**src/rtl/gpx_multi_rd.sv**
```systemverilog
// gpx_multi_rd: multi-channel GPX readout sequencer.
//
// Per-channel "event done" pulses are queued as pending requests. Channels
// are granted round-robin, and each grant streams RD_LEN sequential buffer
// read addresses under a ready/valid handshake. A second event on a channel
// whose request is still waiting sets a sticky overrun flag.
//
// Ports:
//   clk_fpga           system clock, rising edge
//   rst                synchronous active-high reset
//   in_re_start        synchronous abort/restart, same effect as rst
//   in_gpx_event_done  per-channel capture-complete pulses
//   in_rd_ready        downstream accepts the current beat
//   out_rd_e           beat valid
//   out_rd_addr        beat address 0..RD_LEN-1, local to out_rd_ch
//   out_rd_ch          channel being read, stable for the burst
//   out_rd_sof         first beat of burst
//   out_rd_eof         last beat of burst
//   out_frame_done     one-cycle pulse after the last beat is accepted
//   out_busy           high while granting or reading
//   out_overrun        sticky per-channel overrun flags
module gpx_multi_rd #(
    parameter int unsigned CH_NUM = 4,
    parameter int unsigned CH_W   = 2,
    parameter int unsigned ADDR_W = 9,
    parameter int unsigned RD_LEN = 300
) (
    input  logic              clk_fpga,
    input  logic              rst,
    input  logic              in_re_start,
    input  logic [CH_NUM-1:0] in_gpx_event_done,
    input  logic              in_rd_ready,
    output logic              out_rd_e,
    output logic [ADDR_W-1:0] out_rd_addr,
    output logic [CH_W-1:0]   out_rd_ch,
    output logic              out_rd_sof,
    output logic              out_rd_eof,
    output logic              out_frame_done,
    output logic              out_busy,
    output logic [CH_NUM-1:0] out_overrun
);

    typedef enum logic [1:0] {
        ST_IDLE,
        ST_GRANT,
        ST_READ
    } state_t;

    localparam logic [ADDR_W-1:0] LAST_ADDR = ADDR_W'(RD_LEN - 1);
    localparam logic [CH_W-1:0]   LAST_INIT = CH_W'(CH_NUM - 1);

    state_t              state_q, state_d;
    logic [CH_NUM-1:0]   pending_q, pending_d;
    logic [CH_NUM-1:0]   overrun_q, overrun_d;
    logic [CH_W-1:0]     last_q, last_d;
    logic [CH_W-1:0]     ch_q, ch_d;
    logic [ADDR_W-1:0]   addr_q, addr_d;
    logic                rd_e_q, rd_e_d;
    logic                sof_q, sof_d;
    logic                eof_q, eof_d;
    logic                frame_done_q, frame_done_d;
    logic                busy_q, busy_d;

    logic [CH_W-1:0]     sel;
    logic                found;
    logic [CH_NUM-1:0]   grant_clr;

    // Round-robin pick: first pending channel after the last granted one.
    always_comb begin
        sel   = '0;
        found = 1'b0;
        for (int unsigned k = 1; k <= CH_NUM; k++) begin
            int unsigned pos;
            pos = 32'(last_q) + k;
            if (pos >= CH_NUM) begin
                pos = pos - CH_NUM;
            end
            if (!found && pending_q[CH_W'(pos)]) begin
                found = 1'b1;
                sel   = CH_W'(pos);
            end
        end
    end

    always_comb begin
        state_d      = state_q;
        last_d       = last_q;
        ch_d         = ch_q;
        addr_d       = addr_q;
        rd_e_d       = rd_e_q;
        sof_d        = sof_q;
        eof_d        = eof_q;
        frame_done_d = 1'b0;
        grant_clr    = '0;

        case (state_q)
            ST_IDLE: begin
                if (found) begin
                    state_d   = ST_GRANT;
                    ch_d      = sel;
                    last_d    = sel;
                    grant_clr = CH_NUM'(1) << sel;
                end
            end
            ST_GRANT: begin
                state_d = ST_READ;
                rd_e_d  = 1'b1;
                addr_d  = '0;
                sof_d   = 1'b1;
                eof_d   = (RD_LEN == 1);
            end
            ST_READ: begin
                if (rd_e_q && in_rd_ready) begin
                    if (addr_q == LAST_ADDR) begin
                        state_d      = ST_IDLE;
                        rd_e_d       = 1'b0;
                        sof_d        = 1'b0;
                        eof_d        = 1'b0;
                        frame_done_d = 1'b1;
                    end else begin
                        addr_d = addr_q + ADDR_W'(1);
                        sof_d  = 1'b0;
                        eof_d  = ((addr_q + ADDR_W'(1)) == LAST_ADDR);
                    end
                end
            end
            default: state_d = ST_IDLE;
        endcase

        // A new event wins over the grant clear; only a request that stays
        // pending through this edge counts as an overrun.
        pending_d = (pending_q & ~grant_clr) | in_gpx_event_done;
        overrun_d = overrun_q | (in_gpx_event_done & pending_q & ~grant_clr);
        busy_d    = (state_d != ST_IDLE);

        if (in_re_start) begin
            state_d      = ST_IDLE;
            pending_d    = '0;
            overrun_d    = '0;
            last_d       = LAST_INIT;
            ch_d         = '0;
            addr_d       = '0;
            rd_e_d       = 1'b0;
            sof_d        = 1'b0;
            eof_d        = 1'b0;
            frame_done_d = 1'b0;
            busy_d       = 1'b0;
        end
    end

    always_ff @(posedge clk_fpga) begin
        if (rst) begin
            state_q      <= ST_IDLE;
            pending_q    <= '0;
            overrun_q    <= '0;
            last_q       <= LAST_INIT;
            ch_q         <= '0;
            addr_q       <= '0;
            rd_e_q       <= 1'b0;
            sof_q        <= 1'b0;
            eof_q        <= 1'b0;
            frame_done_q <= 1'b0;
            busy_q       <= 1'b0;
        end else begin
            state_q      <= state_d;
            pending_q    <= pending_d;
            overrun_q    <= overrun_d;
            last_q       <= last_d;
            ch_q         <= ch_d;
            addr_q       <= addr_d;
            rd_e_q       <= rd_e_d;
            sof_q        <= sof_d;
            eof_q        <= eof_d;
            frame_done_q <= frame_done_d;
            busy_q       <= busy_d;
        end
    end

    assign out_rd_e       = rd_e_q;
    assign out_rd_addr    = addr_q;
    assign out_rd_ch      = ch_q;
    assign out_rd_sof     = sof_q;
    assign out_rd_eof     = eof_q;
    assign out_frame_done = frame_done_q;
    assign out_busy       = busy_q;
    assign out_overrun    = overrun_q;

endmodule

```
**config.mk**
```make
export PLATFORM = sky130hd
export DESIGN_NAME = gpx_multi_rd
export DESIGN_NICKNAME = d
export VERILOG_FILES = /design/src/rtl/gpx_multi_rd.sv
export SDC_FILE = /design/constraint.sdc
export NUM_CORES = 1
export LEC_CHECK = 0
export ABC_AREA = 1
export BUFFER_PORTS_ARGS = -buffer_cell sky130_fd_sc_hd__buf_2
export CAP_MARGIN = 20
export CORE_UTILIZATION = 40
export CTS_CLUSTER_DIAMETER = 80
export CTS_CLUSTER_SIZE = 12
export DETAILED_ROUTE_END_ITERATION = 7
export PLACE_DENSITY_LB_ADDON = 0.05
export SYNTH_ARGS = -nofsm -noshare
export SYNTH_HDL_FRONTEND = slang
export SYNTH_SLANG_ARGS = --single-unit
```
**constraint.sdc**
```tcl
create_clock -name clk_fpga -period 3.65 [get_ports clk_fpga]
set_clock_uncertainty 0.1 [all_clocks]
set_input_delay 0.73 -clock clk_fpga [delete_from_list [all_inputs] [get_ports clk_fpga]]
set_output_delay 0.73 -clock clk_fpga [all_outputs]
set_load 0.1 [all_outputs]
```
==> summary.txt <==
Power and ir drop
  • Combinational share of power: 0.441
  • PD cells: 542 nW/um2
  • Switch share: 0.446
  • Pint: 0.540 mW
  • Clock Power Share: 0.193
  • Peak supply drop: 0.163 mV
  • Lkg Pwr: 0.865 nW
  • Reg power frac: 0.366
  • Sw power: 0.434 mW

Drt
  • Via Count: 1402
  • # DRC: 0
  • DR iter-0 viols: 53
  • WL final: 3.24 mm
  • WL/cell: 10.9 um
  • Final ANT Viol Nets: 0
  • DRT Pass-1 Iters: 4
  • Vias/cell: 4.70

STA
  • Endpoints failing setup: 0
  • Setup TNS Final: 0 ns
  • Fin. Hold Viols: 0
  • RSZ-0062 raised after global routing: false
  • Worst setup margin: 1.63 ns
  • Tmin final: 2.02 ns
  • F_max: 0.494 GHz
  • Final period util: 0.554
  • Slew Limit Fails: 0
  • Relative slew margins: 0.509
  • Worst-margin pin slew: 0.735 ns

Die
  • Die Span X: 64.8 um
  • Die extent in y: 64.8 um
  • Die area: 4200 um2
  • Rows: 22
  • # IOs: 28
  • CORE AREA: 3720 um2
  • Initial Util: 0.424

Critical path
  • Worst path required time: 2.82 ns
  • Slowest-stage cell, CP: buf_2
  • CP startpoint: out_rd_addr[6]
  • Critical-path cell list: buf_2
  • R2r setup slk: 1.72 ns
  • Crit end category: output port
  • CP max stage delay: 0.47 ns
  • CP arrival: 1.19 ns
  • Critical Path Stages: 1
  • Reg2reg path depth: 11
  • Worst r2r src: last_q[0]
  • Crit path kind: reg -> out
  • CP Max Fanout: 7
  • Top delay family on crit path: buffers and inverters
  • Setup crit start kind: register
  • RR Endpoint: out_overrun[2]
  • Crit path to: out_rd_addr[6]
  • Worst path bufs/invs: 1

Yosys
  • Synth Warn #: 0
  • Sequential area share after synthesis: 0.356
  • Ys flop type: dfxtp_1
  • Most common cell in the netlist: nand2_1
  • Yosys top cell by area: dfxtp_1
  • Netlist cell types: 31
  • Syn Area/Cell: 7.07 um2
  • Most common library cells after synthesis: nand2_1 (54), inv_1 (29), dfxtp_1 (28)
  • Synth area leaders: dfxtp_1 (36%), nand2_1 (13%), inv_1 (6.9%), a21oi_1 (5.1%), nor2_1 (5.0%)
  • Syn nets: 233
  • Number of flops mapped to enable cells by yosys: 0
  • Async S/R FF share, synth: 0
  • Netlist Area Pre-Place: 1580 um2
  • Synth top area share: 0.356
  • Cells after Synth: 223
  • Register bit total from synthesis: 28

Status
  • Status: completed

Clock tree
  • Clock-pin transition on the worst setup and hold timing paths: 0.09 ns
  • CTS Buffer Depth: 2
  • Post-CTS setup buffers: 0
  • Clk sinks: 28
  • CTS Buf Count: 3
  • Clk root buf: clkbuf_8
  • CTS tree: done
  • Cts hold-fix bufs: 0
  • Htree depth: 1
  • Post-CTS Resized: 0
  • Clock Latency Late Sink: 0.27 ns

Placed design
  • Hpwl dp: 2.53 mm
  • Routability Congestion: 0.830
  • Placed insts: 294
  • Post-Place Setup Slack: 1.60 ns
  • PortBufs: 27

Global route
  • First-pass GRT wire length: 5.63 mm
  • Grt total ovfl: 0
  • Vias in the first global route: 1281
  • GRT Resource Usage Total: 0.170
  • Largest net degree at the start of global routing: 24
  • Initial antenna violation count: 0

Job
  • Max-Cap Viols: 0

Finish
  • Fin util: 0.484
  • Area Overhead vs Synth: 14.0%
  • Final nets: 261
  • Diodes inserted: 0
  • Layout Cells excl Fill: 298
  • Share of cells above drive strength 1: 0.256

Min path
  • Hold WC Path Type: reg -> reg
==> power groups by stage <==
stage,logic [mW],clock network (mW),registers (mW)
after global placement,0.433,0,0.365
after detailed placement,0.434,0,0.364
final,0.430,0.188,0.356
after floorplan,0.298,0,0.437
after global routing,0.478,0.213,0.361
after CTS,0.435,0.200,0.357
==> layout make-up <==
cell class / instances / area (um2)
Multi-Input combinational cell: 157 / 856
Sequential cell: 28 / 561
Clock buffer: 4 / 55.1
Fill cell: 403 / 1920
Inverter: 34 / 130
Timing Repair Buffer: 27 / 135
Tap cell: 48 / 60.1
==> through the flow <==
stage	hold WS, ns	cell area [um2]	total power [mW]
final	0.351	1800	0.974
after global routing	0.383	1800	1.05
after detailed placement	0.341	1740	0.798
after global placement	0.340	1740	0.798
after CTS	0.356	1800	0.991
after floorplan	0.377	1580	0.735
==> layer usage <==
metal / wire length, um / up-vias / global-route usage
met5: 0 / - / 0
met2: 1560 / 14 / 0.298
met3: 60 / 6 / 0.0299
met4: 68 / 0 / 0.0639
met1: 1550 / 623 / 0.205
li1: - / 759 / -
==> worst register-to-register path: cells and delay by family, from the launching register on <==
kind / cells / cell delay, ns
AND/OR/NAND/NOR: 8 / 0.76
flip-flops: 1 / 0.55
AO/OA/AOI/OAI: 2 / 0.23
buffers and inverters: 1 / 0.14
==> kinds of logic (layout without fill, tap and decap cells) <==
kind of cell               after synthesis  count (layout)  share of synthesized area
adders and majority gates                2               2                     0.0159
DFF                                     28              28                      0.356
and+or+nand+nor                        116             116                      0.367
xor gates and xnor gates                 6               6                     0.0333
buffers and inverters                   38              65                      0.102
AOI/OAI and AO/OA                       33              33                      0.126
==> layout by cell type, fill, tap and decap left out, types with 2 or more instances in the layout <==
master    count
dfxtp_1      28
inv_2         4
ha_1          2
nand3_1       8
nor2_1       21
inv_1        29
buf_2        27
nor3_1        4
nand2_2      11
clkbuf_8      4
nand3_2       4
o21ai_0       6
o211ai_1      2
a21oi_1      16
xor2_1        5
nand2_4       5
o21bai_1      2
a21oi_2       2
nand4_1       4
nand2_1      54
a22oi_1       2
==> flip-flops by register name, summed over array words and instances, names as in the netlist <==
register,cells
out_rd_addr,9
out_overrun,4
pending_q,4
last_q,2
out_rd_ch,2
state_q,2
out_busy,1
out_frame_done,1
out_rd_e,1
out_rd_eof,1
out_rd_sof,1
==> worst min path at each step <==
stage	slack, ns	start	cells after the start	to
4_1_cts	0.36	out_overrun[1]	2	out_overrun[1]
5_1_grt	0.38	out_overrun[0]	2	out_overrun[0]
3_3_place_gp	0.34	out_overrun[2]	2	out_overrun[2]
6_report	0.35	out_overrun[1]	2	out_overrun[1]
2_1_floorplan	0.38	pending_q[1]	2	pending_q[1]
3_5_place_dp	0.34	out_overrun[1]	2	out_overrun[1]
No activity file was read; power rests on OpenSTA's default activity.
